## src/rtl/uart_cfg_seq.sv

```systemverilog
// Configuration sequencer and host arbiter for the UART 16550 register port.
// Programs divisor, LCR, FCR and IER on start; otherwise passes host accesses through.
module uart_cfg_seq #(
    parameter int unsigned GAP      = 0,
    parameter bit          READBACK = 1'b1
) (
    input  logic        clk,
    input  logic        rst,
    input  logic        start,
    input  logic [15:0] divisor,
    input  logic [6:0]  lcr_cfg,
    input  logic [7:0]  fcr_cfg,
    input  logic [7:0]  ier_cfg,
    input  logic        h_wr,
    input  logic        h_rd,
    input  logic [2:0]  h_addr,
    input  logic [7:0]  h_din,
    output logic        h_ready,
    output logic [7:0]  h_dout,
    output logic        wr_o,
    output logic        rd_o,
    output logic [2:0]  addr_o,
    output logic [7:0]  din_o,
    input  logic [7:0]  dout_i,
    output logic        busy,
    output logic        done,
    output logic        err
);

    localparam logic [3:0] GAP_L = 4'(GAP);

    typedef enum logic [3:0] {
        IDLE   = 4'd0,
        W_LCRD = 4'd1,
        W_DLL  = 4'd2,
        W_DLM  = 4'd3,
        W_LCR  = 4'd4,
        W_FCR  = 4'd5,
        W_IER  = 4'd6,
        RD_REQ = 4'd7,
        RD_CHK = 4'd8,
        DONE   = 4'd9
    } state_t;

    state_t      state_r;
    state_t      state_s;
    state_t      nxt_s;
    logic [3:0]  gap_r;
    logic [3:0]  gap_s;
    logic        timed_s;
    logic        acc_wr_s;
    logic        acc_rd_s;
    logic [2:0]  acc_addr_s;
    logic [7:0]  acc_din_s;
    logic        seq_wr_s;
    logic        seq_rd_s;
    logic [2:0]  seq_addr_s;
    logic [7:0]  seq_din_s;
    logic        host_sel_s;
    logic [15:0] div_r;
    logic [6:0]  lcr_r;
    logic [7:0]  fcr_r;
    logic [7:0]  ier_r;
    logic        err_r;
    logic        busy_r;
    logic        done_r;

    function automatic logic lcr_mismatch(input logic [7:0] rd_data, input logic [6:0] lcr);
        return (rd_data != {1'b0, lcr});
    endfunction

    // Next-state, gap pacing and sequencer access decode.
    always_comb begin
        state_s    = state_r;
        gap_s      = gap_r;
        nxt_s      = IDLE;
        timed_s    = 1'b0;
        acc_wr_s   = 1'b0;
        acc_rd_s   = 1'b0;
        acc_addr_s = 3'd0;
        acc_din_s  = 8'd0;
        case (state_r)
            IDLE: begin
                if (start) begin
                    state_s = W_LCRD;
                end else begin
                    state_s = IDLE;
                end
            end
            W_LCRD: begin
                timed_s = 1'b1; nxt_s = W_DLL;
                acc_wr_s = 1'b1; acc_addr_s = 3'd3; acc_din_s = {1'b1, lcr_r};
            end
            W_DLL: begin
                timed_s = 1'b1; nxt_s = W_DLM;
                acc_wr_s = 1'b1; acc_addr_s = 3'd0; acc_din_s = div_r[7:0];
            end
            W_DLM: begin
                timed_s = 1'b1; nxt_s = W_LCR;
                acc_wr_s = 1'b1; acc_addr_s = 3'd1; acc_din_s = div_r[15:8];
            end
            W_LCR: begin
                timed_s = 1'b1; nxt_s = W_FCR;
                acc_wr_s = 1'b1; acc_addr_s = 3'd3; acc_din_s = {1'b0, lcr_r};
            end
            W_FCR: begin
                timed_s = 1'b1; nxt_s = W_IER;
                acc_wr_s = 1'b1; acc_addr_s = 3'd2; acc_din_s = fcr_r;
            end
            W_IER: begin
                timed_s = 1'b1; nxt_s = READBACK ? RD_REQ : DONE;
                acc_wr_s = 1'b1; acc_addr_s = 3'd1; acc_din_s = ier_r;
            end
            RD_REQ: begin
                // Read data is due next cycle, so no gap between request and check.
                acc_rd_s = 1'b1; acc_addr_s = 3'd3;
                state_s  = RD_CHK;
            end
            RD_CHK: begin
                timed_s = 1'b1; nxt_s = DONE;
            end
            DONE: begin
                state_s = IDLE;
            end
            default: begin
                state_s = IDLE;
                gap_s   = 4'd0;
            end
        endcase

        if (timed_s) begin
            if (gap_r == 4'd0) begin
                if (GAP_L == 4'd0) begin
                    state_s = nxt_s;
                end else begin
                    gap_s = GAP_L;
                end
            end else if (gap_r == 4'd1) begin
                state_s = nxt_s;
                gap_s   = 4'd0;
            end else begin
                gap_s = gap_r - 4'd1;
            end
        end else begin
            gap_s = 4'd0;
        end

        if (gap_r != 4'd0) begin
            seq_wr_s   = 1'b0;
            seq_rd_s   = 1'b0;
            seq_addr_s = 3'd0;
            seq_din_s  = 8'd0;
        end else begin
            seq_wr_s   = acc_wr_s;
            seq_rd_s   = acc_rd_s;
            seq_addr_s = acc_addr_s;
            seq_din_s  = acc_din_s;
        end
    end

    // Register port mux: host mirrored combinationally whenever it owns the bus.
    always_comb begin
        host_sel_s = (state_r == IDLE) && !start;
        wr_o       = 1'b0;
        rd_o       = 1'b0;
        addr_o     = 3'd0;
        din_o      = 8'd0;
        if (host_sel_s) begin
            wr_o = h_wr;
            rd_o = h_rd && !h_wr;
            if (h_wr || h_rd) begin
                addr_o = h_addr;
                din_o  = h_din;
            end else begin
                addr_o = 3'd0;
                din_o  = 8'd0;
            end
        end else begin
            wr_o   = seq_wr_s;
            rd_o   = seq_rd_s;
            addr_o = seq_addr_s;
            din_o  = seq_din_s;
        end
    end

    // State, pacing counter, latched configuration and status flags.
    always_ff @(posedge clk or negedge rst) begin
        if (!rst) begin
            state_r <= IDLE;
            gap_r   <= 4'd0;
            div_r   <= 16'd0;
            lcr_r   <= 7'd0;
            fcr_r   <= 8'd0;
            ier_r   <= 8'd0;
            err_r   <= 1'b0;
            busy_r  <= 1'b0;
            done_r  <= 1'b0;
        end else begin
            state_r <= state_s;
            gap_r   <= gap_s;
            busy_r  <= (state_s != IDLE);
            done_r  <= (state_s == DONE);
            if ((state_r == IDLE) && start) begin
                div_r <= divisor;
                lcr_r <= lcr_cfg;
                fcr_r <= fcr_cfg;
                ier_r <= ier_cfg;
                err_r <= 1'b0;
            end else if ((state_r == RD_CHK) && (gap_r == 4'd0)) begin
                err_r <= lcr_mismatch(dout_i, lcr_r);
            end else begin
                err_r <= err_r;
            end
        end
    end

    assign h_ready = host_sel_s;
    assign h_dout  = dout_i;
    assign busy    = busy_r;
    assign done    = done_r;
    assign err     = err_r;

endmodule

```

## config.mk

```make
export PLATFORM = sky130hd
export DESIGN_NAME = uart_cfg_seq
export DESIGN_NICKNAME = d
export VERILOG_FILES = /design/src/rtl/uart_cfg_seq.sv
export SDC_FILE = /design/constraint.sdc
export NUM_CORES = 1
export LEC_CHECK = 0
export BUFFER_PORTS_ARGS = -buffer_cell sky130_fd_sc_hd__buf_2
export CORE_AREA = 8 8 76 94
export DETAILED_ROUTE_END_ITERATION = 8
export DIE_AREA = 0 0 84 102
export PLACE_DENSITY = 0.78
export SLEW_MARGIN = 0
export SYNTH_ARGS = -nofsm -noshare
export SYNTH_HDL_FRONTEND = slang
export SYNTH_SLANG_ARGS = --single-unit
```

## constraint.sdc

```tcl
create_clock -name clk -period 2.15 [get_ports clk]
set_clock_uncertainty 0.15 [all_clocks]
set_input_delay 0 -clock clk [delete_from_list [all_inputs] [get_ports clk]]
set_output_delay 0 -clock clk [all_outputs]
set_load 0.05 [all_outputs]
```

# ---- Word-level counts from Yosys, hierarchy flattened
# Index checks and enable logic that the tools add are counted.
dict set report totals {
  latchBits 0
  regBits 50
  elab_cells 67
  input_bits 63
  mem_count 0
  mem_bits_rw 0
  output_inout_bits 25
  mem_bits_ro 0
}
dict set report classes {
  multipliers 0
  bitwise_logic 0
  n_div 0
  muxes 27
  shifts 0
  reduce_logical 17
  n_addsub 1
  n_eq_ne 13
  order_cmp 0
}
# operator count
set op_table {}
lappend op_table {{$pmux W8 S6} 1}
lappend op_table {{$mux W4} 7}
lappend op_table {{$pmux W4 S7} 1}
lappend op_table {{$mux W8} 3}
lappend op_table {{$eq A4 B3 Y1 const B} 4}
lappend op_table {{$eq A4 B4 Y1 const B} 3}
lappend op_table {{$pmux W4 S3} 1}
lappend op_table {{$mux W1} 10}
lappend op_table {{$reduce_or A10 Y1} 1}
lappend op_table {{$mux W3} 3}
lappend op_table {{$eq A4 B1 Y1 const B} 2}
lappend op_table {{$eq A4 B2 Y1 const B} 2}
lappend op_table {{$logic_not A4 Y1} 2}
lappend op_table {{$ne A8 B7 Y1} 1}
lappend op_table {{$reduce_bool A4 Y1} 2}
lappend op_table {{$reduce_or A7 Y1} 1}
lappend op_table {{$pmux W2 S3} 1}
lappend op_table {{$reduce_or A6 Y1} 1}
lappend op_table {{$logic_and A1 B1 Y1} 4}
lappend op_table {{$sub A4 B1 Y4 const B} 1}
lappend op_table {{$ne A3 B3 Y1 const B} 1}
lappend op_table {{$reduce_or A3 Y1} 1}
lappend op_table {{$logic_not A1 Y1} 2}
lappend op_table {{$reduce_bool A2 Y1} 1}
lappend op_table {{other kinds (2)} 2}

# ---- Depth between registers and ports, before layout
dict set report logic_depth {
  word_depth 7
  depth_mapped 7
  mapped_depth_nobuf 6
}

# ---- Worst setup path before layout
# No wires, ideal clock.
dict set report synth_timing {
  path_type {register -> output}
  from {register gap_r[0]}
  to {output port rd_o}
  arrival_ps 2341
  n_path_buf 0
  path_stages_with_launch 5
  slack_ps -341
  required_time_ps 2000
  path_cell_list {dfrtp_1 inv_1 ha_1 or3b_2 o31ai_1}
}
dict set report synth_via {
  elab_chain_len 3
}
# element line_no
set synth_rtl {}
lappend synth_rtl {{start, declared} 48} ;# logic [3:0] gap_r;
lappend synth_rtl {{start signal, assigned} 200} ;# gap_r <= gap_s;
lappend synth_rtl {{$reduce_bool A4 Y1} 148} ;# if (gap_r != 4'd0) begin
lappend synth_rtl {{$mux W1} 148}
lappend synth_rtl {{$mux W1} 168} ;# if (host_sel_s) begin
lappend synth_rtl {{end, declared} 21} ;# output logic rd_o,
# Every way passes these cells.

# ---- Worst setup path after layout
dict set report layout_timing {
  from {register gap_r[1]}
  to {output port din_o[7]}
}
dict set report layout_via {
  elab_chain_len 3
}
# element line_no
set layout_rtl {}
lappend layout_rtl {{$reduce_bool A4 Y1} 148}
lappend layout_rtl {{$mux W8} 148}
lappend layout_rtl {{$mux W8} 168}
lappend layout_rtl {{end, declared} 23} ;# output logic [7:0] din_o,
# Every way passes these cells.

==> reports/qor_table.md <==
| Parameter | Reported |
| --- | --- |
| Outcome | complete, but fails checks |
| Violations in the final reports | negative setup slack |
| Chip Width | 84 µm |
| Number of buffers added by the clock tree synthesis step | 5 |
| Clock latency at the later pin of the worst-skew pair | 0.30 ns |
| Count of buffer and inverter cells on the critical path | 3 |
| Worst hold path type | in2reg |
| Syn Inst Count | 249 |
| Unique masters post-synth | 52 |
| Share of cells above drive strength 1 | 51.8% |
| Flop2flop setup slack | 0.07 ns |
| CP max stage delay | 0.50 ns |
| EDFF count, synth | 0 |
| Cells after DPL | 397 |
| Peak ir drop on the vdd network | 0.834 mV |
| Placement Setup Slack | -0.00831 ns |
| Total core area | 0.00570 mm² |
| Number of buffers on the longest clock path | 2 |
| Prevailing post-synth register cell | dfrtp_1 |
| Avg WL per Cell | 18.4 µm |
| Endpoint of the worst setup timing path | din_o[7] |
| Mapped Nets | 314 |
| Vias after detailed routing | 2619 |
| Clock H-tree levels | 2 |
| Post-placement cell area | 0.00332 mm² |
| Depth of the worst register-to-register path | 6 |
| Post-route cell area | 0.00413 mm² |
| Most common library cell in the layout ignoring fill and taps | buf_2 |
| Overall Power | 6450 µW |
| Detailed Routing Iterations Pass 1 | 4 |
| Total Nets Final | 458 |
| CTS tree | yes |
| Asr flop ratio synth | 100% |
| Number of DRC violations after detailed routing | 0 |
| Final Hold Fails | 0 |
| Ports | 88 |
| Share of synthesized area occupied by flip-flops and latches | 45.0% |
| Setup repair after global routing missed its margin | true |
| Maximum number of pins on one net before global-route repair | 51 |
| Data arrival time of the worst path | 2.26 ns |
| Number of nets with antenna violations after routing | 0 |
| Share of the clock period used by the worst path after layout | 112% |
| Max Freq | 414 MHz |
| Number of warning messages in the yosys log | 0 |
| R2r startpoint | state_r[1]$_DFF_PN0_ |
| Non-Filler Instances | 460 |
| Leading cell types in the layout, fill and taps excluded | 74 x buf_2, 46 x dfrtp_1, 42 x dlygate4sd3_1 |
| Placement row count | 31 |
| Setup crit end kind | output pin |
| Starting density of the core | 48.8% |
| Clock root buffer | clkbuf_8 |
| GR Util All Layers | 19.1% |
| Number of vias per cell after detailed routing | 5.69 |
| Synth Cell Area | 0.00278 mm² |
| Final max-slew violation count | 0 |
| Worst slew margin relative to its limit | 57.0% |
| Port Buf Inserts | 87 |
| Wire length of the first global-routing pass | 13400 µm |
| Final min period | 2.41 ns |
| Vias in the first global route | 2698 |
| Weighted congestion reported at the end of routability-driven placement | 0.867 |
| Die H | 102 µm |
| Power density cells | 1560 mW/mm² |
| Required time at the worst-slack endpoint | 2.00 ns |
| Grt total ovfl | 0 |
| Clock sink count | 50 |
| Average instance area after synthesis | 11.2 µm² |
| Clock-pin transition on the worst setup and hold timing paths | 0.09 ns |
| Final-layout fill cell count | 361 |
| Synthesis-stage register bit count | 50 |
| Critical path launch point | gap_r[1]$_DFFE_PN0P_ |
| Startpoint kind of the worst setup timing path | flip-flop |
| Die footprint | 0.00857 mm² |
| Static leakage | 0.00192 µW |
| DRT iter0 DRCs | 157 |
| Worst Setup Path Type | reg2out |
| Cell-by-cell trace of the critical path | inv_2, ha_4, or4b_4, a211oi_1, buf_4, a22o_2, buf_4 |
| Total wire length after detailed routing | 8450 µm |
| Antenna diode count | 0 |
| Final WS setup | -0.263 ns |
| Worst slew pin tran | 0.645 ns |
| Stages on the worst setup path | 7 |
| Half-perimeter wire length of the detailed placement result | 5470 µm |
| Cell type group with the largest total delay on the critical path | simple AND/OR/NAND/NOR gates |
| Synth-to-layout area growth | 48.6% |
| Number of setup violations in the final report | 10 |
| Number of violations of the max-capacitance limit | 0 |
| Worst reg2reg endpoint | err$_DFFE_PN0P_ |
| Cell at the slowest stage of the critical path | or4b_4 |
| Antenna violations before repair | 0 |
| Maximum fanout count along the critical path | 4 |
| Critical path's most frequent cell | buf_4 |
worst register-to-register path: stages, from the launching register on:
cell     delay (ns)
dfrtp_2        0.43
buf_4          0.16
buf_4          0.13
or4b_2         0.68
nor2_2         0.18
o21ai_0        0.10
a21oi_1        0.16
repair_timing:
action                                  CTS  global route
setup buffers                             9             3
endpoints found under the setup margin   13            14
hold buffers                             42             0
pin swaps                                 3             3
hold endpoints to repair                 91             0
resized for setup                        41            16
cloned                                    1             0
metrics by stage:
stage / hold WS (ns) / TNS (ns) / utilization (%)
final: 0.0371 / -1.64 / 72.5
after CTS: 0.0324 / -1.51 / 71.1
after detailed placement: -0.00579 / -0.00831 / 58.2
after floorplan: -0.446 / -0.200 / -
after global placement: -0.00852 / 0 / 58.2
after global routing: 0.0496 / -2.18 / 72.5
state kept, by name (all words and copies together) (netlist names):
name	count
busy	1
fcr_r	8
err	1
state_r	4
lcr_r	7
done	1
ier_r	8
div_r	16
gap_r	4
Yosys cell counts (all sizes together), types with 2 or more instances:
library cell	count	share of area, %
o21a	2	0.81
or3	2	0.45
a32oi	2	0.63
o2bb2ai	2	0.63
nand3	5	0.90
or4b	2	0.85
and3b	8	2.5
nand2	8	1.1
a22oi	4	1.1
mux2	41	17
or2	2	0.45
and2	5	1.1
dfrtp	50	45
nor2	11	1.8
nand3b	3	0.81
nand2b	2	0.45
o21ai	10	1.8
buf	17	4.3
o22ai	3	0.67
a221o	8	3.1
ha	2	0.90
a21oi	15	2.7
clkbuf	7	0.99
xnor2	7	2.2
mux2i	4	1.4
inv	4	0.54
nor2b	5	1.1
nor3	3	0.72
area by class of cell:
type	count	area (µm²)	area share, %
repair buffers	160	1210	29.2
flip-flops and latches	50	1260	30.4
well taps	66	82.6	2.00
clock buffers	7	86.3	2.09
clock inverters	1	5.00	0.121
multi-input cells	172	1480	35.8
inverters	4	15.0	0.363
routing by layer:
layer / global-route usage [%] / up-vias / share of wire (%)
met5: 0 / - / 0
met4: 9.19 / 0 / 3.7
met3: 4.63 / 27 / 6.4
met2: 33.9 / 113 / 51
met1: 21.1 / 1284 / 39
li1: - / 1195 / -
cell families (layout without fill, tap and decap cells):
logic type	Yosys count	count (layout)	synth area share (%)
multiplexers	45	45	18.0
buffers and inverters	28	172	5.80
adder cells (fa/ha/maj)	2	2	0.900
AND/OR/NAND/NOR	63	63	14.3
AO/OA/AOI/OAI	53	54	13.5
XOR/XNOR	8	8	2.52
flip-flops	50	50	45.0
how the worst min path moves through the flow:
stage	startpoint	endpoint	slack (ns)	depth (start not counted)
2_1_floorplan	rst	busy$_DFF_PN0_	-0.45	0
3_3_place_gp	rst	lcr_r[1]$_DFFE_PN0N_	-0.009	2
3_5_place_dp	rst	lcr_r[1]$_DFFE_PN0N_	-0.006	2
4_1_cts	dout_i[3]	err$_DFFE_PN0P_	0.03	5
5_1_grt	dout_i[3]	err$_DFFE_PN0P_	0.05	5
6_report	dout_i[3]	err$_DFFE_PN0P_	0.04	5
power by group:
group / switching, µW / internal, µW / total, µW
clock: 297 / 260 / 556
combinational: 2260 / 1940 / 4210
sequential: 308 / 1380 / 1690
total: 2870 / 3580 / 6450
Power figures use the tool's default switching activity.
